===== config.mk =====
export PLATFORM = sky130hd
export DESIGN_NAME = shiftreg_arb_ctrl
export DESIGN_NICKNAME = d
export VERILOG_FILES = /design/src/rtl/shiftreg_arb_ctrl.sv
export SDC_FILE = /design/constraint.sdc
export NUM_CORES = 1
export LEC_CHECK = 0
export BUFFER_PORTS_ARGS = -buffer_cell sky130_fd_sc_hd__clkbuf_2
export CAP_MARGIN = 20
export CORE_MARGIN = 2
export CORE_UTILIZATION = 45
export CTS_CLUSTER_SIZE = 8
export DETAILED_ROUTE_END_ITERATION = 8
export GPL_TIMING_DRIVEN = 0
export PLACE_DENSITY = 0.84
export SLEW_MARGIN = 40
export SYNTH_ARGS = -nofsm -noshare
export SYNTH_HDL_FRONTEND = slang
export SYNTH_SLANG_ARGS = --single-unit

===== constraint.sdc =====
create_clock -name clock -period 4.2 [get_ports clock]
set_input_delay 0 -clock clock [delete_from_list [all_inputs] [get_ports clock]]
set_output_delay 0 -clock clock [all_outputs]
set_load 0.01 [all_outputs]

===== src/rtl/shiftreg_arb_ctrl.sv =====
// Two-requester arbiter and controller for one external parallel-load shift register.
// Runs a full-duplex, MSB-first serial transfer and returns the captured word to its owner.
module shiftreg_arb_ctrl #(
    parameter int unsigned WIDTH = 8,
    parameter int unsigned DIV   = 1
) (
    input  logic               clock,
    input  logic               sclr,
    input  logic [1:0]         req_valid,
    output logic [1:0]         req_ready,
    input  logic [2*WIDTH-1:0] req_data,
    output logic               rsp_valid,
    input  logic               rsp_ready,
    output logic               rsp_id,
    output logic [WIDTH-1:0]   rsp_data,
    output logic [WIDTH-1:0]   sr_data,
    output logic               sr_load,
    output logic               sr_enable,
    output logic               sr_shiftin,
    output logic               sr_sclr,
    input  logic [WIDTH-1:0]   sr_q,
    input  logic               sr_shiftout,
    input  logic               ser_in,
    output logic               ser_out,
    output logic               ser_frame,
    output logic               ser_strobe
);

    localparam int unsigned CNT_W = $clog2(WIDTH + 1);
    localparam int unsigned DIV_W = (DIV > 1) ? $clog2(DIV) : 1;
    localparam logic [CNT_W-1:0] LAST_BIT = CNT_W'(WIDTH - 1);
    localparam logic [DIV_W-1:0] DIV_MAX  = DIV_W'(DIV - 1);

    typedef enum logic [1:0] {
        IDLE,
        LOAD,
        SHIFT,
        DONE
    } state_e;

    state_e           state_q, state_d;
    logic [CNT_W-1:0] cnt_q, cnt_d;
    logic [DIV_W-1:0] div_q, div_d;
    logic             rr_q, rr_d;
    logic [WIDTH-1:0] data_q, data_d;
    logic             id_q, id_d;

    logic [1:0] grant;
    logic       strobe;

    // Round-robin pointer only breaks ties; a lone requester always wins.
    always_comb begin
        grant = 2'b00;
        if (state_q == IDLE) begin
            unique case (req_valid)
                2'b01:   grant = 2'b01;
                2'b10:   grant = 2'b10;
                2'b11:   grant = rr_q ? 2'b10 : 2'b01;
                default: grant = 2'b00;
            endcase
        end
    end

    assign strobe = (state_q == SHIFT) && (div_q == DIV_MAX);

    always_comb begin
        state_d = state_q;
        cnt_d   = cnt_q;
        div_d   = div_q;
        rr_d    = rr_q;
        data_d  = data_q;
        id_d    = id_q;
        unique case (state_q)
            IDLE: begin
                if (|grant) begin
                    data_d  = grant[1] ? req_data[WIDTH +: WIDTH]
                                       : req_data[0 +: WIDTH];
                    id_d    = grant[1];
                    rr_d    = ~grant[1];
                    state_d = LOAD;
                end
            end
            LOAD: begin
                cnt_d   = '0;
                div_d   = '0;
                state_d = SHIFT;
            end
            SHIFT: begin
                if (strobe) begin
                    div_d = '0;
                    cnt_d = cnt_q + CNT_W'(1);
                    if (cnt_q == LAST_BIT) begin
                        state_d = DONE;
                    end
                end else begin
                    div_d = div_q + DIV_W'(1);
                end
            end
            DONE: begin
                if (rsp_ready) begin
                    state_d = IDLE;
                end
            end
            default: state_d = IDLE;
        endcase
    end

    always_ff @(posedge clock) begin
        if (sclr) begin
            state_q <= IDLE;
            cnt_q   <= '0;
            div_q   <= '0;
            rr_q    <= 1'b0;
            data_q  <= '0;
            id_q    <= 1'b0;
        end else begin
            state_q <= state_d;
            cnt_q   <= cnt_d;
            div_q   <= div_d;
            rr_q    <= rr_d;
            data_q  <= data_d;
            id_q    <= id_d;
        end
    end

    assign req_ready  = grant;
    assign sr_data    = data_q;
    assign sr_load    = (state_q == LOAD);
    assign sr_enable  = (state_q == LOAD) || strobe;
    assign sr_shiftin = (state_q == SHIFT) && ser_in;
    assign sr_sclr    = sclr;
    assign ser_out    = (state_q == SHIFT) && sr_shiftout;
    assign ser_frame  = (state_q == SHIFT);
    assign ser_strobe = strobe;
    assign rsp_valid  = (state_q == DONE);
    assign rsp_id     = id_q;
    assign rsp_data   = (state_q == DONE) ? sr_q : '0;

endmodule


==> results by group <==
Logic synthesis
  – Post-synthesis sequential area ratio: 0.366
  – YS warnings: 0
  – Mapped Cells: between 100 and 150
  – Unique masters post-synth: 30
  – Area contributors post-synth: dfxtp_1 (37%), nor2_1 (9.7%), ha_1 (8.1%)
  – Synth top area share: 0.366
  – Post-Syn Area: about 930 sq um
  – Avg Cell Area, Syn: 8.53 sq um
  – Synth Register Bits: 17
  – Syn nets: roughly 150
  – Largest area contributor in the netlist: dfxtp_1

Timing
  – Period utilization: 0.509
  – Worst-margin pin slew: a little over 0.5 ns
  – # setup viols final: 0
  – Max Slew Vio Count: 0
  – Fin crit period: between 2 and 2.5 ns
  – Final TNS setup: 0 ns
  – Peak Freq: about 0.47 GHz
  – Fin Clk Skew: around 0.0054 ns
  – Fin Hold WS: between 0.0003 and 0.0004 ns
  – Final hold violations: 0
  – RSZ-0062 raised after global routing: no
  – Relative slew slack: 0.658

Critical path
  – Data arrival time of the critical path: between 2 and 2.5 ns
  – CP Capture Type: flop
  – Kind of critical path: reg2reg
  – Worst Path Required: roughly 4.5 ns
  – Crit Path Max Fanout: 10
  – Crit start category: flop

Placed design
  – Placed Area: roughly 0.0012 sq mm
  – Gpl congestion: roughly 0.73
  – Detailed placement HPWL: roughly 1.8 mm
  – I/O Buffers: 57

Final layout
  – Fillers: 170
  – Commonest non-fill, non-tap cell in the layout: clkbuf_2
  – Commonest cells after routing, fill and taps aside: clkbuf_2 (57), nor2_1 (24), dfxtp_1 (17), and2_1 (11), dlygate4sd3_1 (9)
  – Area Growth Syn to Fin: 47.0%
  – Nets: roughly 220
  – Fin area: between 0.001 and 0.0015 sq mm
  – Antenna cells: 0
  – Core Util, Final: 0.696
  – Share of cells above drive strength 1: 0.385

CTS
  – Clock buffer depth: 2
  – TritonCTS clock tree: built
  – Quantity of hold-fixing buffers added after cts: 9
  – Reg clk slew, reported paths: 0.10 ns
  – Clk_lat worst skew: about 0.3 ns
  – Setup Buffers After CTS: 0
  – Root buffer cell: clkbuf_4
  – Post-CTS resize count: 0
  – # clock sinks: 17
  – H-tree depth: 1
  – Num CTS Buffers: 3

Route
  – WL final: 2.41 mm
  – DRT Pass-1 Iters: 6
  – Average routed wire per standard cell: around 12 um
  – Vias after detailed routing: about 1000
  – Final ANT Viol Nets: 0
  – Post-DR vias/cell: 4.95
  – Drt first-iter violations: 17
  – Remaining DRCs: 0

Floorplanning
  – Die width: ~49 um
  – Die Y: roughly 50 um
  – DIE AREA: 0.00245 sq mm
  – Row count: 16
  – Starting Density: 0.474
  – Num ports: between 50 and 60
  – Core ar.: just under 0.002 sq mm

Global route
  – Global-route wire length before repair: around 4 mm
  – Number of global-route vias before repair: a little over 1000
  – Initial antenna violation count: 0
  – Met3 GRT Util: 0.0545
  – Pin count of the biggest net entering global routing: 11
  – Met1 Track Usage GR: 0.227
  – GR peak layer: met2
  – GR Layer Usage met2: 0.383
  – GRT overflow: 0
  – Tot GR Track Use: 0.206

Outcome
  – Status: finished clean

Job
  – Max-cap violations: 0

Power
  – Tot Pwr: 0.000643 W
  – Leak Pwr: around 0.7 nW
  – Maximum vdd drop: 0.318 mV
  – PwrDens: approximately 470 mW/mm^2

Worst hold path
  – Hold Path Class: in2reg
## where the power goes
group | switching, W | internal, W | leakage (nW) | total [W]
registers | 0.0000303 | 0.000204 | 0.140 | 0.000235
clock network | 0.0000555 | 0.0000356 | 0.0177 | 0.0000911
logic | 0.000173 | 0.000145 | 0.546 | 0.000317
total | 0.000258 | 0.000385 | 0.703 | 0.000643
## flip-flops by register name (all words and copies together), names as in the netlist
| signal | count |
|---|---|
| sr_data | 8 |
| cnt_q | 4 |
| state_q | 2 |
| div_q | 1 |
| rr_q | 1 |
| rsp_id | 1 |
## logic make-up after synthesis
kind of cell	count (synthesis)	share of synthesized area
muxes	3	0.0336
AOI/OAI and AO/OA	24	0.188
and+or+nand+nor	50	0.285
adders and majority gates	6	0.0808
DFF	17	0.366
buffers and inverters	9	0.0457
## metrics by stage
stage	worst slack, ns	instances
after global placement	2.54	193
after CTS	2.07	206
after floorplan	2.59	109
final	2.06	206
after global routing	1.92	206
after detailed placement	2.47	193
## final timing paths
check	start	endpoint	slack (ns)	cells past startpoint
min	req_data[3]	sr_data[3]	0.0004	3
max	state_q[0]	sr_data[0]	2.06	6
min reg2reg	rsp_id	rsp_id	0.47	2
max reg2reg	state_q[0]	sr_data[0]	2.06	6
## final cells by class
class                      instances  area [sq um]  share of cell area
multi-input combinational         83           547               0.400
timing repair buffer              66           375               0.275
sequential                        17           340               0.249
tap                               27          33.8              0.0247
buffer                             4          23.8              0.0174
clock buffer                       3          22.5              0.0165
inverter                           5          18.8              0.0137
clock inverter                     1          5.00             0.00366
## cell usage after synthesis
| cell | count |
|---|---|
| a2111oi_0 | 5 |
| a211oi_1 | 1 |
| a21boi_0 | 1 |
| a21o_1 | 1 |
| a21oi_1 | 4 |
| a222oi_1 | 1 |
| a22oi_1 | 4 |
| and2_1 | 11 |
| and2b_2 | 1 |
| and4b_1 | 1 |
| buf_2 | 1 |
| buf_4 | 2 |
| clkbuf_1 | 1 |
| dfxtp_1 | 17 |
| ha_1 | 6 |
| inv_1 | 5 |
| mux2_2 | 1 |
| mux2i_1 | 2 |
| nand2_1 | 2 |
| nand2b_1 | 2 |
| nand3b_1 | 4 |
| nand4bb_1 | 1 |
| nor2_1 | 24 |
| nor2b_1 | 2 |
| nor3b_1 | 1 |
| o211ai_2 | 1 |
| o21a_1 | 1 |
| o21ai_0 | 4 |
| o21ai_2 | 1 |
| or2_2 | 1 |
## routing by layer
metal | part of all wire | up-vias
met1 | 0.42 | 455
met5 | 0 | -
met3 | 0.063 | 4
li1 | - | 519
met2 | 0.51 | 41
met4 | 0.0062 | 0
## worst max-delay path: stages, from the launching register on
cell           delay, ns
dfxtp_1             0.41
inv_1               0.10
ha_1                0.29
o21ai_2             0.21
nor2_1              0.09
a2111oi_0           0.40
dlygate4sd3_1       0.59
(Power assumes the default switching activity.)
